--- config.mk ---
export PLATFORM = sky130hd
export DESIGN_NAME = kernel_launcher
export DESIGN_NICKNAME = d
export VERILOG_FILES = /design/src/rtl/launcher_pkg.sv /design/src/rtl/sync_fifo.sv /design/src/rtl/kernel_launcher.sv
export SDC_FILE = /design/constraint.sdc
export NUM_CORES = 1
export LEC_CHECK = 0
export ABC_AREA = 1
export CAP_MARGIN = 10
export CORE_ASPECT_RATIO = 1.75
export CORE_UTILIZATION = 46
export DETAILED_ROUTE_END_ITERATION = 6
export GPL_ROUTABILITY_DRIVEN = 0
export PLACE_DENSITY = 0.71
export SYNTH_ARGS = -nofsm -noshare
export SYNTH_HDL_FRONTEND = slang
export SYNTH_SLANG_ARGS = --single-unit
--- constraint.sdc ---
create_clock -name clk -period 3.1 [get_ports clk]
set_input_delay 0.31 -clock clk [delete_from_list [all_inputs] [get_ports clk]]
set_output_delay 0.31 -clock clk [all_outputs]
set_load 0.1 [all_outputs]
--- src/rtl/launcher_pkg.sv ---
// Shared types for the kernel launch sequencer: FSM state encoding and the
// completion record handed back to the host.
package launcher_pkg;

    // Width of a thread-count command word (matches the gpu DCR width).
    localparam int THREAD_BITS = 8;

    // Widest cycle count a completion record can carry; the top level
    // zero-extends its CYCLE_CNT_BITS counter into this field.
    localparam int RSP_CYCLES_MAX = 32;

    typedef enum logic [2:0] {
        IDLE   = 3'd0,
        CLEAR  = 3'd1,
        CONFIG = 3'd2,
        RUN    = 3'd3,
        RESP   = 3'd4
    } state_t;

    typedef struct packed {
        logic [RSP_CYCLES_MAX-1:0] cycles;
        logic                      timeout;
    } launch_rsp_t;

endpackage

--- src/rtl/sync_fifo.sv ---
// Small first-word-fall-through FIFO used as the launch queue. The head
// entry is always visible on pop_data while empty is low, so the launcher
// can consume it in the same cycle it decides to pop.
module sync_fifo #(
    parameter int WIDTH = 8,
    parameter int DEPTH = 4
) (
    input  logic             clk,
    input  logic             reset,
    input  logic             push,
    input  logic [WIDTH-1:0] push_data,
    input  logic             pop,
    output logic [WIDTH-1:0] pop_data,
    output logic             full,
    output logic             empty
);

    localparam int PTR_W = (DEPTH > 1) ? $clog2(DEPTH) : 1;
    localparam int CNT_W = PTR_W + 1;

    logic [WIDTH-1:0] mem [DEPTH];
    logic [PTR_W-1:0] wr_ptr_reg;
    logic [PTR_W-1:0] rd_ptr_reg;
    logic [CNT_W-1:0] count_reg;
    logic [CNT_W-1:0] count_next;
    logic             full_reg;
    logic             empty_reg;
    logic             push_ok;
    logic             pop_ok;

    // Overflow/underflow requests are dropped rather than corrupting state.
    assign push_ok = push && !full_reg;
    assign pop_ok  = pop && !empty_reg;

    // Occupancy after this cycle; a simultaneous push and pop leaves it unchanged.
    always_comb begin
        count_next = count_reg + CNT_W'(push_ok) - CNT_W'(pop_ok);
    end

    // Storage: plain array without reset, written at the tail pointer.
    always_ff @(posedge clk) begin
        if (push_ok) begin
            mem[wr_ptr_reg] <= push_data;
        end
    end

    // Pointers wrap naturally because DEPTH is a power of two; full/empty are
    // kept as flops so cmd_ready upstream comes straight from a register.
    always_ff @(posedge clk or posedge reset) begin
        if (reset) begin
            wr_ptr_reg <= '0;
            rd_ptr_reg <= '0;
            count_reg  <= '0;
            full_reg   <= 1'b0;
            empty_reg  <= 1'b1;
        end else begin
            if (push_ok) begin
                wr_ptr_reg <= wr_ptr_reg + 1'b1;
            end
            if (pop_ok) begin
                rd_ptr_reg <= rd_ptr_reg + 1'b1;
            end
            count_reg <= count_next;
            full_reg  <= (count_next == CNT_W'(DEPTH));
            empty_reg <= (count_next == '0);
        end
    end

    assign pop_data = mem[rd_ptr_reg];
    assign full     = full_reg;
    assign empty    = empty_reg;

endmodule

--- src/rtl/kernel_launcher.sv ---
// Host-side launch sequencer for the gpu top. Queues thread-count launch
// requests and, per launch, resets the gpu, writes the DCR, holds start until
// done (or timeout) and returns a cycle-count completion record.
module kernel_launcher
    import launcher_pkg::*;
#(
    parameter int QUEUE_DEPTH    = 4,
    parameter int CYCLE_CNT_BITS = 16,
    parameter int TIMEOUT_CYCLES = 60000,
    parameter int RESET_CYCLES   = 2
) (
    input  logic                      clk,
    input  logic                      reset,
    input  logic                      cmd_valid,
    output logic                      cmd_ready,
    input  logic [THREAD_BITS-1:0]    cmd_thread_count,
    output logic                      gpu_reset,
    output logic                      gpu_dcr_we,
    output logic [THREAD_BITS-1:0]    gpu_dcr_data,
    output logic                      gpu_start,
    input  logic                      gpu_done,
    output logic                      rsp_valid,
    input  logic                      rsp_ready,
    output logic [CYCLE_CNT_BITS-1:0] rsp_cycles,
    output logic                      rsp_timeout,
    output logic                      busy
);

    // Down-counter sized to hold RESET_CYCLES-1.
    localparam int RST_W = $clog2(RESET_CYCLES + 1);

    logic                      fifo_full;
    logic                      fifo_empty;
    logic [THREAD_BITS-1:0]    fifo_data;
    logic                      push_fire;
    logic                      pop_fire;

    state_t                    state_reg;
    logic [THREAD_BITS-1:0]    thread_reg;
    logic [RST_W-1:0]          rst_cnt_reg;
    logic [CYCLE_CNT_BITS-1:0] cycle_reg;
    logic [CYCLE_CNT_BITS-1:0] cycle_inc;
    logic                      timeout_hit;
    launch_rsp_t               rsp_reg;

    logic                      gpu_reset_reg;
    logic                      dcr_we_reg;
    logic [THREAD_BITS-1:0]    dcr_data_reg;
    logic                      start_reg;
    logic                      rsp_valid_reg;
    logic                      busy_reg;

    assign push_fire = cmd_valid && !fifo_full;
    // The FSM consumes the queue head only while idle.
    assign pop_fire  = (state_reg == IDLE) && !fifo_empty;

    sync_fifo #(
        .WIDTH (THREAD_BITS),
        .DEPTH (QUEUE_DEPTH)
    ) u_launch_queue (
        .clk       (clk),
        .reset     (reset),
        .push      (push_fire),
        .push_data (cmd_thread_count),
        .pop       (pop_fire),
        .pop_data  (fifo_data),
        .full      (fifo_full),
        .empty     (fifo_empty)
    );

    // Saturating increment of the RUN-cycle counter and the abort condition;
    // the count includes the cycle on which done (or timeout) is observed.
    always_comb begin
        cycle_inc   = (&cycle_reg) ? cycle_reg : cycle_reg + 1'b1;
        timeout_hit = (cycle_inc == CYCLE_CNT_BITS'(TIMEOUT_CYCLES));
    end

    // Launch sequencer; every output flop is loaded with the value belonging
    // to the state being entered, so outputs line up with state_reg.
    always_ff @(posedge clk or posedge reset) begin
        if (reset) begin
            state_reg     <= IDLE;
            thread_reg    <= '0;
            rst_cnt_reg   <= '0;
            cycle_reg     <= '0;
            rsp_reg       <= '0;
            gpu_reset_reg <= 1'b1;
            dcr_we_reg    <= 1'b0;
            dcr_data_reg  <= '0;
            start_reg     <= 1'b0;
            rsp_valid_reg <= 1'b0;
            busy_reg      <= 1'b0;
        end else begin
            case (state_reg)
                IDLE: begin
                    if (!fifo_empty) begin
                        thread_reg <= fifo_data;
                        cycle_reg  <= '0;
                        busy_reg   <= 1'b1;
                        if (fifo_data == '0) begin
                            // Nothing to run: report an empty completion
                            // without ever releasing the gpu from reset.
                            state_reg       <= RESP;
                            rsp_reg.cycles  <= '0;
                            rsp_reg.timeout <= 1'b0;
                            rsp_valid_reg   <= 1'b1;
                        end else begin
                            state_reg   <= CLEAR;
                            rst_cnt_reg <= RST_W'(RESET_CYCLES - 1);
                        end
                    end else begin
                        busy_reg <= push_fire;
                    end
                end

                CLEAR: begin
                    if (rst_cnt_reg == '0) begin
                        state_reg     <= CONFIG;
                        gpu_reset_reg <= 1'b0;
                        dcr_we_reg    <= 1'b1;
                        dcr_data_reg  <= thread_reg;
                    end else begin
                        rst_cnt_reg <= rst_cnt_reg - 1'b1;
                    end
                end

                CONFIG: begin
                    state_reg    <= RUN;
                    dcr_we_reg   <= 1'b0;
                    dcr_data_reg <= '0;
                    start_reg    <= 1'b1;
                end

                RUN: begin
                    cycle_reg <= cycle_inc;
                    // done is checked first so it wins over a coincident timeout.
                    if (gpu_done || timeout_hit) begin
                        state_reg       <= RESP;
                        rsp_reg.cycles  <= RSP_CYCLES_MAX'(cycle_inc);
                        rsp_reg.timeout <= !gpu_done;
                        rsp_valid_reg   <= 1'b1;
                        start_reg       <= 1'b0;
                        gpu_reset_reg   <= 1'b1;
                    end
                end

                RESP: begin
                    if (rsp_ready) begin
                        state_reg     <= IDLE;
                        rsp_valid_reg <= 1'b0;
                        busy_reg      <= !fifo_empty || push_fire;
                    end
                end

                default: begin
                    state_reg     <= IDLE;
                    gpu_reset_reg <= 1'b1;
                    dcr_we_reg    <= 1'b0;
                    dcr_data_reg  <= '0;
                    start_reg     <= 1'b0;
                    rsp_valid_reg <= 1'b0;
                end
            endcase
        end
    end

    // Upper bits of the record are always zero when the counter is narrower.
    generate
        if (CYCLE_CNT_BITS < RSP_CYCLES_MAX) begin : g_rsp_pad
            logic unused_pad;
            assign unused_pad = ^rsp_reg.cycles[RSP_CYCLES_MAX-1:CYCLE_CNT_BITS];
        end
    endgenerate

    assign cmd_ready    = !fifo_full;
    assign gpu_reset    = gpu_reset_reg;
    assign gpu_dcr_we   = dcr_we_reg;
    assign gpu_dcr_data = dcr_data_reg;
    assign gpu_start    = start_reg;
    assign rsp_valid    = rsp_valid_reg;
    assign rsp_cycles   = rsp_reg.cycles[CYCLE_CNT_BITS-1:0];
    assign rsp_timeout  = rsp_reg.timeout;
    assign busy         = busy_reg;

endmodule

==> results.txt <==
The classification of the worst-slack hold path is input port to asynchronous set/reset pin. The fill cell total of the finished layout came out at around 910. Ranked by total cell area, the synthesized netlist is headed by sky130_fd_sc_hd__dfrtp_1, sky130_fd_sc_hd__edfxtp_1, sky130_fd_sc_hd__nand2_1. The final-report hold violation count came to 0. The number of nets in the layout came out at about 600. Summing over every cut layer, the via total after detailed routing is between 3000 and 4000. The synthesized netlist devotes 1.84% of its cell area to XOR and XNOR gates. The top cell types in the final layout, fill and taps aside, are sky130_fd_sc_hd__nand2_1, sky130_fd_sc_hd__dfrtp_1, sky130_fd_sc_hd__inv_1, sky130_fd_sc_hd__nand3_1, sky130_fd_sc_hd__nor2_1. Cells with a size suffix above 1 make up 9.84% of the layout. The post-synthesis cell type with the largest combined area is sky130_fd_sc_hd__dfrtp_1.

The worst setup path is of the register to register kind. The effective utilization at floorplan came out at between 40% and 50%. The data arrival time at the worst-slack endpoint is about 2.9 ns. The sequential element share of the synthesized area came out at a little under three fifths. The fraction of power consumed by the clock network is about a fifth. Hold timing on the final database bottoms out at a slack of around 0.42 ns. For the final routed database, the setup TNS stands at 0 ns. Port buffering added 43 buffers.

The wire length of the first global-routing pass is around 17 mm. The leakage power summed over all cells is about 2.6 nW. The number of distinct library cells after synthesis is 37.

For the pin with the worst max-slew slack, the measured transition is ~0.98 ns. The number of nets in the synthesized netlist is around 550. The relative max-transition margin came out at roughly 35%. The worst slack at placement is ~0.53 ns. STA puts the critical path data required time at between 3 and 4 ns. The worst voltage drop across the vdd grid is between 0.0004 and 0.0005 V. Including well taps, the total number of placed cells is just under 700. The register with the most flip-flops in the layout has 32 of them.

The area growth from synthesis to layout is 18.0%. The minimum clock period is between 2 and 3 ns. The flop-to-flop setup slack is ~0.49 ns. The sequential cells in the finished layout cover a total of 2670 µm². The number of antenna violations at the first check in global routing came out at 0. The cell sitting at the root of the clock tree is a sky130_fd_sc_hd__clkbuf_16. The number of sinks handled by clock tree synthesis came out at 100. The deepest clock path buffer count is 2. The post-CTS repair timing setup buffer count came out at 0. Setup violations remaining at the end of the flow were counted as 0. The setup clock skew after layout is 0.00835 ns. Per report_power, the combinational group accounts for ~45% of the total.

The worst setup path is launched from a register. The portion of synthesized area spent on multiplexers is 0%. Clock tree synthesis inserted a total of 9 buffers.

The area of the placeable core came out at 9970 µm². Once detailed placement completed, the half-perimeter wirelength came to ~7.6 mm. Of all nets on the critical path, the largest fanout is 5.

Per report_power, the sequential group accounts for a little over a third of the total. The placement row count is 48. The switching part of the total power is between 40% and 50%.

The leftover overflow at the end of global routing came out at 0. The die is ~140 µm tall. The post-layout instance count excluding filler cells is just over 700. The number of pins exceeding their max-slew limit in the final report is 0.

Of the available clock period, the critical path in the final layout requires between 80% and 90%. After clock tree synthesis, the repair step resized 0 gates. The most common cell after layout, fill and taps aside is sky130_fd_sc_hd__nand2_1.

The number of global-route vias before repair came out at 3644. Each instance of the synthesized netlist takes up on average 8.97 µm². Setup repair after global routing left no endpoint under its margin. The flow ran to the end, and the final reports show no timing, DRC or antenna violations.

The total wire length after detailed routing is 10.0 mm. The count of nets left with antenna violations once routing finished came out at 0. The total global-route track usage came out at between 20% and 30%.

The CTS clock-pin slew for the worst setup and hold paths came out at around 0.07 ns. After synthesis, the largest family of logic cells by area is simple AND/OR/NAND/NOR gates. The power density over cell area came out at between 900 and 1000 nW/µm².

The hold buffer count at CTS is 0. The post-synthesis instance area came out at roughly 4800 µm². The worst setup path is captured at a register.

The switching power came out at around 0.0026 W. The number of max-capacitance violations reported came out at 0. The cell count after synthesis came out at 530. The clock insertion delay at the later pin of the skew report came out at approximately 0.35 ns.

The share of synthesized cell area in full adder, half adder and majority cells is between 2 and 3%. For this run, the share of the core covered by cells in the final layout is 56.3%. The pre-antenna-repair detailed-routing pass consisted of 4 iterations.

0 antenna diodes ended up in the layout. The synthesis-stage register bit count came out at 100. The design internal power is 0.00295 W.

The slack of the critical path is ~0.49 ns. During synthesis, Yosys emitted a total of 0 warnings. Summing all multi-input logic gate instances after layout gives between 1500 and 2000 µm². The depth of the CTS H-tree came out at 3.

For this run, the top clock speed supported by timing is roughly 380 MHz. TritonCTS built the clock tree. The detailed router finished its first iteration with around 190 violations. The share of the synthesized area in compound gates (AO/OA/AOI/OAI) came out at under 10%. The number of vias per cell came out at roughly 5.2. The die area is between 10000 and 15000 µm².

The simple-gate area share of the yosys netlist came out at 28.0%. The detailed-route DRC error count came out at 0. The number of I/O pins is 44. Dividing the detail-routed wire length by the instance count gives roughly 14 µm. The area share of the leading cell type in the synthesized netlist came out at 34.7%. From left edge to right edge, the die measures slightly below 80 µm. Entering global routing, the biggest net connects 39 pins.
[power groups by stage]
stage                     Combinational, W  Clock, W  Sequential [W]
after detailed placement           0.00251         0         0.00196
final                              0.00248   0.00113         0.00193
after CTS                          0.00252   0.00115         0.00193
after floorplan                    0.00122         0         0.00263
after global routing               0.00274   0.00119         0.00197
after global placement             0.00246         0         0.00194
[path summary, 6_finish.rpt]
kind                              start                  end  cells past startpoint
min in group clk              gpu_reset            gpu_reset                      2
max reg2reg                state_reg[0]  u_launch_queue.full                     13
min reg2reg                   gpu_reset            gpu_reset                      2
max in group asynchronous         reset            gpu_reset                      3
max                        state_reg[0]  u_launch_queue.full                     13
min                               reset      gpu_dcr_data[4]                      2
[layout make-up]
cell class,count,area share [%]
sequential,100,47.5
clock buffer,10,4.26
clock inverter,6,1.18
inverter,55,3.68
timing repair buffer,49,8.34
multi-input combinational,359,32.3
tap,125,2.79
[metal layers]
layer / vias up / GRT usage [%] / part of all wire (%)
met1: 1745 / 20.8 / 37
li1: 1817 / - / -
met2: 72 / 38.5 / 56
met4: 0 / 13.6 / 4.8
met5: - / 0 / 0
met3: 34 / 3.07 / 2.4
[cell usage after synthesis, drive strengths merged]
library cell and number:
a211oi 1, a21boi 1, a31oi 1, buf 7, clkbuf 9, clkinv 3, dfrtp 66, dfstp 2
edfxtp 32, fa 1, ha 8, inv 52, nand2 171, nand3 50, nand4 18, nor2 48
nor3 5, nor3b 1, o21ai 35, o22ai 6, o311ai 1, o31ai 1, o41ai 1, xnor2 2
xor2 8
[per-stage QoR]
stage | area, µm² | power (W)
floorplan | 4750 | 0.00385
CTS | 5610 | 0.00559
global route | 5610 | 0.00590
detailed placement | 5310 | 0.00447
finish | 5610 | 0.00554
global placement | 5310 | 0.00440
[kinds of logic after synthesis]
| family | after synthesis |
|---|---|
| AND/OR/NAND/NOR | 293 |
| flip-flops | 100 |
| buffers and inverters | 71 |
| AO/OA/AOI/OAI | 47 |
| XOR/XNOR | 10 |
| adder cells (fa/ha/maj) | 9 |
[worst max-delay path, stage by stage (launching register included)]
cell                      delay (ns)
sky130_fd_sc_hd__dfrtp_1        0.40
sky130_fd_sc_hd__nor2_1         0.14
sky130_fd_sc_hd__inv_1          0.10
sky130_fd_sc_hd__nor2_1         0.25
sky130_fd_sc_hd__inv_1          0.07
sky130_fd_sc_hd__nor2_1         0.16
sky130_fd_sc_hd__ha_1           0.26
sky130_fd_sc_hd__inv_1          0.05
sky130_fd_sc_hd__ha_1           0.13
sky130_fd_sc_hd__inv_1          0.05
sky130_fd_sc_hd__fa_1           0.37
sky130_fd_sc_hd__xnor2_1        0.14
sky130_fd_sc_hd__xnor2_1        0.21
sky130_fd_sc_hd__nor3b_1        0.21
Power figures use the tool's default switching activity.
